--- src/rtl/rv_ctrl_pkg.sv ---
// Shared encodings for the multi-cycle control unit: state codes, PC-source
// selects and the instruction-class conflict helper.
package rv_ctrl_pkg;
    localparam int STATE_W = 3;

    typedef enum logic [STATE_W-1:0] {
        ST_FETCH  = 3'd0,
        ST_DECODE = 3'd1,
        ST_EXEC   = 3'd2,
        ST_MEM    = 3'd3,
        ST_WB     = 3'd4,
        ST_HALT   = 3'd5,
        ST_TRAP   = 3'd6
    } state_t;

    typedef enum logic [1:0] {
        PC_PLUS4  = 2'd0,
        PC_BRANCH = 2'd1,
        PC_JUMP   = 2'd2
    } pc_sel_t;

    // True when more than one instruction-class flag is set.
    function automatic logic multi_class(input logic [4:0] cls);
        return (cls & (cls - 5'd1)) != 5'd0;
    endfunction
endpackage

--- src/rtl/rv_control_fsm_if.sv ---
// Memory handshakes, decoder class flags and datapath strobes around the
// control unit; master is the control unit, slave is the datapath/memories.
interface rv_control_fsm_if;
    logic       imem_req;
    logic       imem_ready;
    logic       ir_we;
    logic       dmem_req;
    logic       dmem_ready;
    logic       dmem_we;
    logic       dec_is_load;
    logic       dec_is_store;
    logic       dec_is_branch;
    logic       dec_is_jump;
    logic       dec_is_ecall;
    logic       dec_illegal;
    logic       branch_taken;
    logic       rf_we;
    logic       pc_we;
    logic [1:0] pc_sel;

    modport master (
        output imem_req, ir_we, dmem_req, dmem_we, rf_we, pc_we, pc_sel,
        input  imem_ready, dmem_ready, dec_is_load, dec_is_store, dec_is_branch,
               dec_is_jump, dec_is_ecall, dec_illegal, branch_taken
    );

    modport slave (
        input  imem_req, ir_we, dmem_req, dmem_we, rf_we, pc_we, pc_sel,
        output imem_ready, dmem_ready, dec_is_load, dec_is_store, dec_is_branch,
               dec_is_jump, dec_is_ecall, dec_illegal, branch_taken
    );
endinterface

--- src/rtl/rv_wait_timer.sv ---
// Memory wait counter: expired is high on the TIMEOUT-th enabled cycle since
// the last clear, so ready on that same cycle can still be accepted.
module rv_wait_timer #(
    parameter int TIMEOUT = 16
) (
    input  logic clk,
    input  logic reset,
    input  logic clear,
    input  logic enable,
    output logic expired
);
    localparam int CW = $clog2(TIMEOUT + 1);

    logic [CW-1:0] cnt;

    always_ff @(posedge clk or posedge reset) begin
        if (reset)                   cnt <= '0;
        else if (clear)              cnt <= '0;
        else if (enable && !expired) cnt <= cnt + CW'(1);
    end

    assign expired = (cnt == CW'(TIMEOUT - 1));
endmodule

--- src/rtl/rv_control_fsm.sv ---
// Multi-cycle control unit: fetch, decode, execute, optional memory access
// and writeback, stopping in HALT on ecall or TRAP on illegal/timeout.
module rv_control_fsm
    import rv_ctrl_pkg::*;
#(
    parameter int TIMEOUT = 16
) (
    input  logic               clk,
    input  logic               reset,
    rv_control_fsm_if.master   bus,
    output logic               halted,
    output logic               trap,
    output logic [STATE_W-1:0] state,
    output logic [31:0]        instret
);
    state_t     state_q, state_d;
    logic       expired;
    logic       mem_op;
    logic [4:0] cls;

    assign cls    = {bus.dec_is_load, bus.dec_is_store, bus.dec_is_branch,
                     bus.dec_is_jump, bus.dec_is_ecall};
    assign mem_op = bus.dec_is_load | bus.dec_is_store;
    assign state  = state_q;

    rv_wait_timer #(.TIMEOUT(TIMEOUT)) u_wait_timer (
        .clk     (clk),
        .reset   (reset),
        .clear   (state_d != state_q),
        .enable  (state_q == ST_FETCH || state_q == ST_MEM),
        .expired (expired)
    );

    always_ff @(posedge clk or posedge reset) begin
        if (reset) state_q <= ST_FETCH;
        else       state_q <= state_d;
    end

    // Ready is tested before expiry so a late-but-in-budget response wins.
    always_comb begin
        state_d = state_q;
        case (state_q)
            ST_FETCH:  if (bus.imem_ready) state_d = ST_DECODE;
                       else if (expired)   state_d = ST_TRAP;
            ST_DECODE: if (bus.dec_illegal || multi_class(cls)) state_d = ST_TRAP;
                       else if (bus.dec_is_ecall)              state_d = ST_HALT;
                       else                                    state_d = ST_EXEC;
            ST_EXEC:   if (mem_op)                 state_d = ST_MEM;
                       else if (bus.dec_is_branch) state_d = ST_FETCH;
                       else                        state_d = ST_WB;
            ST_MEM:    if (bus.dmem_ready) state_d = bus.dec_is_store ? ST_FETCH : ST_WB;
                       else if (expired)   state_d = ST_TRAP;
            ST_WB:     state_d = ST_FETCH;
            ST_HALT:   state_d = ST_HALT;
            default:   state_d = ST_TRAP;
        endcase
    end

    // Gated by reset so requests and strobes drop as soon as reset rises.
    always_comb begin
        bus.imem_req = 1'b0;
        bus.ir_we    = 1'b0;
        bus.dmem_req = 1'b0;
        bus.dmem_we  = 1'b0;
        bus.rf_we    = 1'b0;
        bus.pc_we    = 1'b0;
        bus.pc_sel   = PC_PLUS4;
        halted       = 1'b0;
        trap         = 1'b0;
        if (!reset) begin
            case (state_q)
                ST_FETCH: begin
                    bus.imem_req = 1'b1;
                    bus.ir_we    = bus.imem_ready;
                end
                ST_DECODE: ;
                ST_EXEC: if (!mem_op && bus.dec_is_branch) begin
                    bus.pc_we  = 1'b1;
                    bus.pc_sel = bus.branch_taken ? PC_BRANCH : PC_PLUS4;
                end
                ST_MEM: begin
                    bus.dmem_req = 1'b1;
                    bus.dmem_we  = bus.dec_is_store;
                    bus.pc_we    = bus.dmem_ready && bus.dec_is_store;
                end
                ST_WB: begin
                    bus.rf_we  = 1'b1;
                    bus.pc_we  = 1'b1;
                    bus.pc_sel = bus.dec_is_jump ? PC_JUMP : PC_PLUS4;
                end
                ST_HALT: halted = 1'b1;
                default: trap   = 1'b1;
            endcase
        end
    end

    always_ff @(posedge clk or posedge reset) begin
        if (reset)          instret <= '0;
        else if (bus.pc_we) instret <= instret + 32'd1;
    end
endmodule
--- src/flat_wrapper.sv ---
// flat-port wrapper written by rule: the top's interface ports become plain ports
module rv_control_fsm_flat import rv_ctrl_pkg::*;
#(
    parameter int TIMEOUT = 16
)
  (clk, reset, halted, trap, state, instret, bus_imem_req, bus_ir_we, bus_dmem_req, bus_dmem_we, bus_rf_we, bus_pc_we, bus_pc_sel, bus_imem_ready, bus_dmem_ready, bus_dec_is_load, bus_dec_is_store, bus_dec_is_branch, bus_dec_is_jump, bus_dec_is_ecall, bus_dec_illegal, bus_branch_taken);
  rv_control_fsm_if bus_i ();
  input  logic clk;
  input  logic reset;
  output logic halted;
  output logic trap;
  output logic [STATE_W-1:0] state;
  output logic [31:0] instret;
  output wire logic [$bits(bus_i.imem_req)-1:0] bus_imem_req;
  output wire logic [$bits(bus_i.ir_we)-1:0] bus_ir_we;
  output wire logic [$bits(bus_i.dmem_req)-1:0] bus_dmem_req;
  output wire logic [$bits(bus_i.dmem_we)-1:0] bus_dmem_we;
  output wire logic [$bits(bus_i.rf_we)-1:0] bus_rf_we;
  output wire logic [$bits(bus_i.pc_we)-1:0] bus_pc_we;
  output wire logic [$bits(bus_i.pc_sel)-1:0] bus_pc_sel;
  input wire logic [$bits(bus_i.imem_ready)-1:0] bus_imem_ready;
  input wire logic [$bits(bus_i.dmem_ready)-1:0] bus_dmem_ready;
  input wire logic [$bits(bus_i.dec_is_load)-1:0] bus_dec_is_load;
  input wire logic [$bits(bus_i.dec_is_store)-1:0] bus_dec_is_store;
  input wire logic [$bits(bus_i.dec_is_branch)-1:0] bus_dec_is_branch;
  input wire logic [$bits(bus_i.dec_is_jump)-1:0] bus_dec_is_jump;
  input wire logic [$bits(bus_i.dec_is_ecall)-1:0] bus_dec_is_ecall;
  input wire logic [$bits(bus_i.dec_illegal)-1:0] bus_dec_illegal;
  input wire logic [$bits(bus_i.branch_taken)-1:0] bus_branch_taken;
  assign bus_imem_req = bus_i.imem_req;
  assign bus_ir_we = bus_i.ir_we;
  assign bus_dmem_req = bus_i.dmem_req;
  assign bus_dmem_we = bus_i.dmem_we;
  assign bus_rf_we = bus_i.rf_we;
  assign bus_pc_we = bus_i.pc_we;
  assign bus_pc_sel = bus_i.pc_sel;
  assign bus_i.imem_ready = bus_imem_ready;
  assign bus_i.dmem_ready = bus_dmem_ready;
  assign bus_i.dec_is_load = bus_dec_is_load;
  assign bus_i.dec_is_store = bus_dec_is_store;
  assign bus_i.dec_is_branch = bus_dec_is_branch;
  assign bus_i.dec_is_jump = bus_dec_is_jump;
  assign bus_i.dec_is_ecall = bus_dec_is_ecall;
  assign bus_i.dec_illegal = bus_dec_illegal;
  assign bus_i.branch_taken = bus_branch_taken;
  rv_control_fsm #(.TIMEOUT(TIMEOUT)) u_core (.clk(clk), .reset(reset), .bus(bus_i), .halted(halted), .trap(trap), .state(state), .instret(instret));
endmodule
--- config.mk ---
export PLATFORM = sky130hd
export DESIGN_NAME = rv_control_fsm_flat
export DESIGN_NICKNAME = d
export VERILOG_FILES = /design/src/rtl/rv_ctrl_pkg.sv /design/src/rtl/rv_control_fsm_if.sv /design/src/rtl/rv_wait_timer.sv /design/src/rtl/rv_control_fsm.sv /design/src/flat_wrapper.sv
export SDC_FILE = /design/constraint.sdc
export NUM_CORES = 1
export LEC_CHECK = 0
export CORE_ASPECT_RATIO = 0.5
export CORE_MARGIN = 2
export CORE_UTILIZATION = 40
export CTS_CLUSTER_DIAMETER = 80
export CTS_CLUSTER_SIZE = 25
export DETAILED_ROUTE_END_ITERATION = 8
export HOLD_SLACK_MARGIN = 0.1
export PLACE_DENSITY = 0.65
export SETUP_SLACK_MARGIN = 0.05
export SLEW_MARGIN = 20
export SYNTH_ARGS = -nofsm -noshare
export SYNTH_HDL_FRONTEND = slang
export SYNTH_SLANG_ARGS = --single-unit
--- constraint.sdc ---
create_clock -name clk -period 2.5 [get_ports clk]
set_input_delay 0.5 -clock clk [delete_from_list [all_inputs] [get_ports clk]]
set_output_delay 0.5 -clock clk [all_outputs]
set_load 0.01 [all_outputs]
# ---- After elaboration in Yosys (flattened, before gate mapping)
# Index checks and enable logic that the tools add are counted.
# W data, S select, Z words.
dict set report word_totals {
  regBits 40
  in_bits 11
  out_inout_bits 45
  word_cells 59
}
dict set report op_classes {
  n_addsub 3
  eq_ne 7
  mux 33
  n_bitwise 2
  reduce_logical 11
}
# op n
set op_table {}
lappend op_table {{$add A32 B1 Y32 const B} 1}
lappend op_table {{$mux W3} 8}
lappend op_table {{$pmux W3 S6} 1}
lappend op_table {{$mux W1} 17}
lappend op_table {{$mux W5} 2}
lappend op_table {{$eq A3 B2 Y1 const B} 2}
lappend op_table {{$eq A3 B3 Y1 const B} 2}
lappend op_table {{$mux W2} 3}
lappend op_table {{$reduce_or A6 Y1} 1}
lappend op_table {{$add A5 B1 Y5 const B} 1}
lappend op_table {{$and A5 B5 Y5} 1}
lappend op_table {{$eq A5 B4 Y1 const B} 1}
lappend op_table {{$reduce_bool A5 Y1} 1}
lappend op_table {{$sub A5 B1 Y5 const B} 1}
lappend op_table {{$pmux W2 S2} 1}
lappend op_table {{$eq A3 B1 Y1 const B} 1}
lappend op_table {{$logic_and A1 B1 Y1} 3}
lappend op_table {{$logic_not A3 Y1} 1}
lappend op_table {{$ne A3 B3 Y1} 1}
lappend op_table {{$pmux W1 S3} 1}
lappend op_table {{$logic_not A1 Y1} 2}
lappend op_table {{$logic_or A1 B1 Y1} 2}
lappend op_table {{$reduce_bool A2 Y1} 1}
lappend op_table {{$or A1 B1 Y1} 1}

# ---- Logic depth before layout (Yosys ltp)
dict set report depth {
  word_depth 8
  ltp_mapped 8
  mapped_depth_nobuf 8
}

# ---- Cells and area by module
# From an unflattened synthesis, not the netlist that was laid out.
dict set report unflattened {
  cells_unflattened 218
  hier_area_um2 2199.6
}
# module n_inst cells_each area_per_inst_um2
set modules_own_cells {}
lappend modules_own_cells {rv_control_fsm 1 194 1935.6}
lappend modules_own_cells {rv_wait_timer 1 24 264.0}

# ---- Least setup slack after synthesis
# OpenSTA, ideal clock, no wires.
dict set report synth_path {
  path_type {input to register}
  start {in reset}
  end {reg u_core.instret[14]}
  t_arrival_ns 2.588
  t_required_ns 2.421
  slack_ns -0.167
  path_stages 6
  n_path_buf 1
  path_cell_list {clkbuf_1 inv_1 nand2_1 a211oi_2 and4_1 xor2_1}
}
dict set report synth_via {
  elab_chain_cells 1
}
# item line
set synth_lines {}
lappend synth_lines {{start: declaration} flat_wrapper.sv:9} ;# input logic reset;
lappend synth_lines {{$mux W1} rv_control_fsm.sv:70} ;# if (!reset) begin
lappend synth_lines {{end signal: assignment} rv_control_fsm.sv:99} ;# else if (bus.pc_we) instret <= instret + 32'd1;
lappend synth_lines {{end: declaration} rv_control_fsm.sv:14} ;# output logic [31:0] instret
# No other way between the ends.
# A chain may end at the register's enable or synchronous reset.

# ---- Final worst setup path
dict set report layout_path {
  start {in bus_dec_is_store}
  end {reg u_core.instret[27]}
}
dict set report layout_via {
  elab_chain_cells 6
  word_cells_on_any_way 7
  classes_between {mux (3); bitwise (1); reduce/logical (3)}
}
# item line
set layout_lines {}
lappend layout_lines {{start: declaration} flat_wrapper.sv:24} ;# input wire logic [$bits(bus_i.dec_is_store)-1:0] bus_dec_is_store;
lappend layout_lines {{$or A1 B1 Y1} rv_control_fsm.sv:23} ;# assign mem_op = bus.dec_is_load | bus.dec_is_store;
lappend layout_lines {{$logic_not A1 Y1} rv_control_fsm.sv:77} ;# ST_EXEC: if (!mem_op && bus.dec_is_branch) begin
lappend layout_lines {{$logic_and A1 B1 Y1} rv_control_fsm.sv:77}
lappend layout_lines {{$mux W1} rv_control_fsm.sv:77}
lappend layout_lines {{$pmux W1 S3 *} rv_control_fsm.sv:71} ;# case (state_q)
lappend layout_lines {{$mux W1 *} rv_control_fsm.sv:70}
# Every way passes the cells marked *; elsewhere a longest branch is shown, timed or not.

==> flow_summary.toml <==
[run_status]
status = "completed"

[placement]
gp_congestion = 0.740
port_buffers = 55
dpl.hpwl_mm = 3.93
post-place-ws_ns = -0.179
dp.cells = 353

[sta]
tns_ns = 0
fin_crit_sh_pct = 93.6
min_period_ns = 2.34
slew_headroom_pct = 50.2
timing.fmax_ghz = 0.427
report.final.slew_viol_count = 0
fin_ws_ns = 0.159
fin_skew_ns = 0.00431
tightestPinTransition_ns = 0.740
grt_setup_unrepaired = "yes"
finalHoldViolCount = 0
finalSetupViolCount = 0

[synthesis]
synthDistinctLibCells = 43
synthFlopType = "dfrtp_1"
async_reset_ff_share_pct = 100
netlist_instances = 216
avgSynthCellArea_sq_um = 10.1
synth_edf_count = 0
syn_nets = 230
syn_area_sq_mm = 0.00218
synth-simple-area-share_pct = 24.0
synth-seq-cells = 40
synth_top_family_by_area = "simple AND/OR/NAND/NOR gates"
synth_compound_area_share_pct = 9.93
yosysWarningCount = 0
synthAdderAreaFrac_pct = 2.18
ys_seq_area_share_pct = 45.9
synthMuxAreaShare_pct = 0.975
synth-xor-area-share_pct = 14.1

[finish]
diodes = 0
most-common-layout-cells = "clkdlybuf4s50_1 (49), dfrtp_1 (39), xnor2_1 (24), buf_4 (23), nand3_1 (17)"
drive_gt1_share_pct = 14.3
fin_cells = 364
area_growth_pct = 39.8
fin_util_pct = 59.9
num-nets-final = 308
mostFrequentLayoutCell = "clkdlybuf4s50_1"

[worst_setup_path]
worst_setup_path_start_kind = "input port"
crit_top_cell = "buf_4"
endpoint_kind = "flop"
cp_slowest_cell = "clkdlybuf4s50_1"
critPathTopFamily = "buffers and inverters"
required_ns = 2.67
path_buf_inv = 4
cp_cell_sequence = "clkdlybuf4s50_1 > buf_4 > nor3_4 > nand3_2 > buf_4 > a2111oi_4 > buf_4 > nand4_1 > xnor2_1"
crit_fanout = 10
slowest_delay_ns = 0.45
worstPathArrival_ns = 2.51
criticalPathCategory = "in2reg"

[detailed_routing]
drt-total-wl_mm = 5.16
routed_via_density = 5.19
antenna_left = 0
dr_total_vias = 1890
routedWlPerCell_um = 14.2
drc = 0
dr.pass1.iters = 4
drt_iter0_markers = 51

[floorplan]
rows = 18
fp.dieW_um = 108
die_area_sq_mm = 0.00609
ios = 56
design.core.area_sq_mm = 0.00509
start_util_pct = 42.8
die_y_um = 56.2

[global_routing]
grt_pass1_vias = 1760
grt_max_degree = 23
grt_overflow_total = 0
grt_pass1_wl_mm = 8.34
antenna_found_initial = 0
gr-usage-all-layers_pct = 17.3

[clock_tree]
clockRootBuffer = "clkbuf_8"
cts_buffers = 5
clock_sinks = 40
clk_latency_ns = 0.28
clockBufferDepth = 2
htreeDepth = 2
clk_pin_slew_ns = 0.07
cts_tree = "yes"

[pwr]
power.leakage_nw = 1.32
powerDensity_mw_per_mm2 = 695
finalPower_w = 0.00212
vdd_drop_max_uv = 292

[job]
cap_violations = 0

[min_path]
hold_path_class = "reg2reg"
## where the power goes
group | total, W | leakage (nW) | internal, W | switching, W
Clock | 0.000390 | 0.0410 | 0.000190 | 0.000200
Sequential | 0.000819 | 0.538 | 0.000722 | 0.0000969
Combinational | 0.000910 | 0.746 | 0.000455 | 0.000455
Total | 0.00212 | 1.32 | 0.00137 | 0.000753
## layer usage
| metal | vias to the layer above | routed length [um] | global-route usage, % |
|---|---|---|---|
| met5 | - | 0 | 0 |
| met4 | 0 | 19 | 4.03 |
| met3 | 2 | 157 | 2.81 |
| met2 | 33 | 2360 | 27.3 |
| met1 | 927 | 2620 | 24.8 |
| li1 | 928 | - | - |
## flip-flops by register name (all words and copies together), names as in the netlist
signal / cells
u_core.state: 3
u_core.u_wait_timer.cnt: 5
u_core.instret: 32
## path summary, 6_finish.rpt
kind	startpoint	to	slack, ns	depth (start not counted)
min in group asynchronous	reset	u_core.instret[2]	0.62	3
max in group asynchronous	reset	u_core.state[0]	1.62	3
worst max-delay path	bus_dec_is_store	u_core.instret[27]	0.16	9
worst min-delay path	u_core.instret[31]	u_core.instret[31]	0.48	1
worst max register to register	u_core.state[0]	u_core.instret[27]	0.32	9
worst min register to register	u_core.instret[31]	u_core.instret[31]	0.48	1
## per-stage QoR
stage	area (sq um)	hold WS [ns]
floorplan	2190	0.508
global placement	2930	0.465
detailed placement	2930	0.469
CTS	3040	0.479
global route	3050	0.486
finish	3050	0.481
## area by class of cell
type                            count  area (sq um)
Fill cell                         455          2040
Multi-Input combinational cell    162          1130
Sequential cell                    40          1000
Timing Repair Buffer               78           723
Tap cell                           70          87.6
Clock buffer                        6          72.6
Inverter                            7          30.0
Clock inverter                      1          5.00
## logic make-up after synthesis
kind of cell | Yosys count
multiplexers | 2
flip-flops | 40
adder cells (fa/ha/maj) | 4
XOR/XNOR | 35
AO/OA/AOI/OAI | 27
AND/OR/NAND/NOR | 94
buffers and inverters | 14
## cells in the mapped netlist, types with 2 or more instances
cell | count | area (sq um)
a211o_1 | 2 | 17.5
a21oi_1 | 5 | 25.0
a31oi_1 | 2 | 12.5
and2_1 | 5 | 31.3
and3_1 | 6 | 37.5
and4_1 | 6 | 52.6
clkbuf_1 | 5 | 18.8
dfrtp_1 | 40 | 1000
ha_1 | 3 | 37.5
inv_1 | 6 | 22.5
nand2_1 | 13 | 48.8
nand3_1 | 17 | 85.1
nand4_1 | 10 | 62.6
nor2_1 | 13 | 48.8
nor2b_1 | 2 | 12.5
nor3_1 | 10 | 50.1
nor4_1 | 6 | 37.5
o21ai_0 | 5 | 25.0
o22ai_1 | 2 | 12.5
o31ai_1 | 2 | 15.0
xnor2_1 | 24 | 210
xor2_1 | 11 | 96.3
## what timing repair did
action,CTS,global route
gates cloned,0,0
hold buffers,0,0
setup buffers,3,1
pin swaps,0,2
endpoints found under the setup margin,10,4
gates resized for setup,5,5
(Power assumes the default switching activity.)
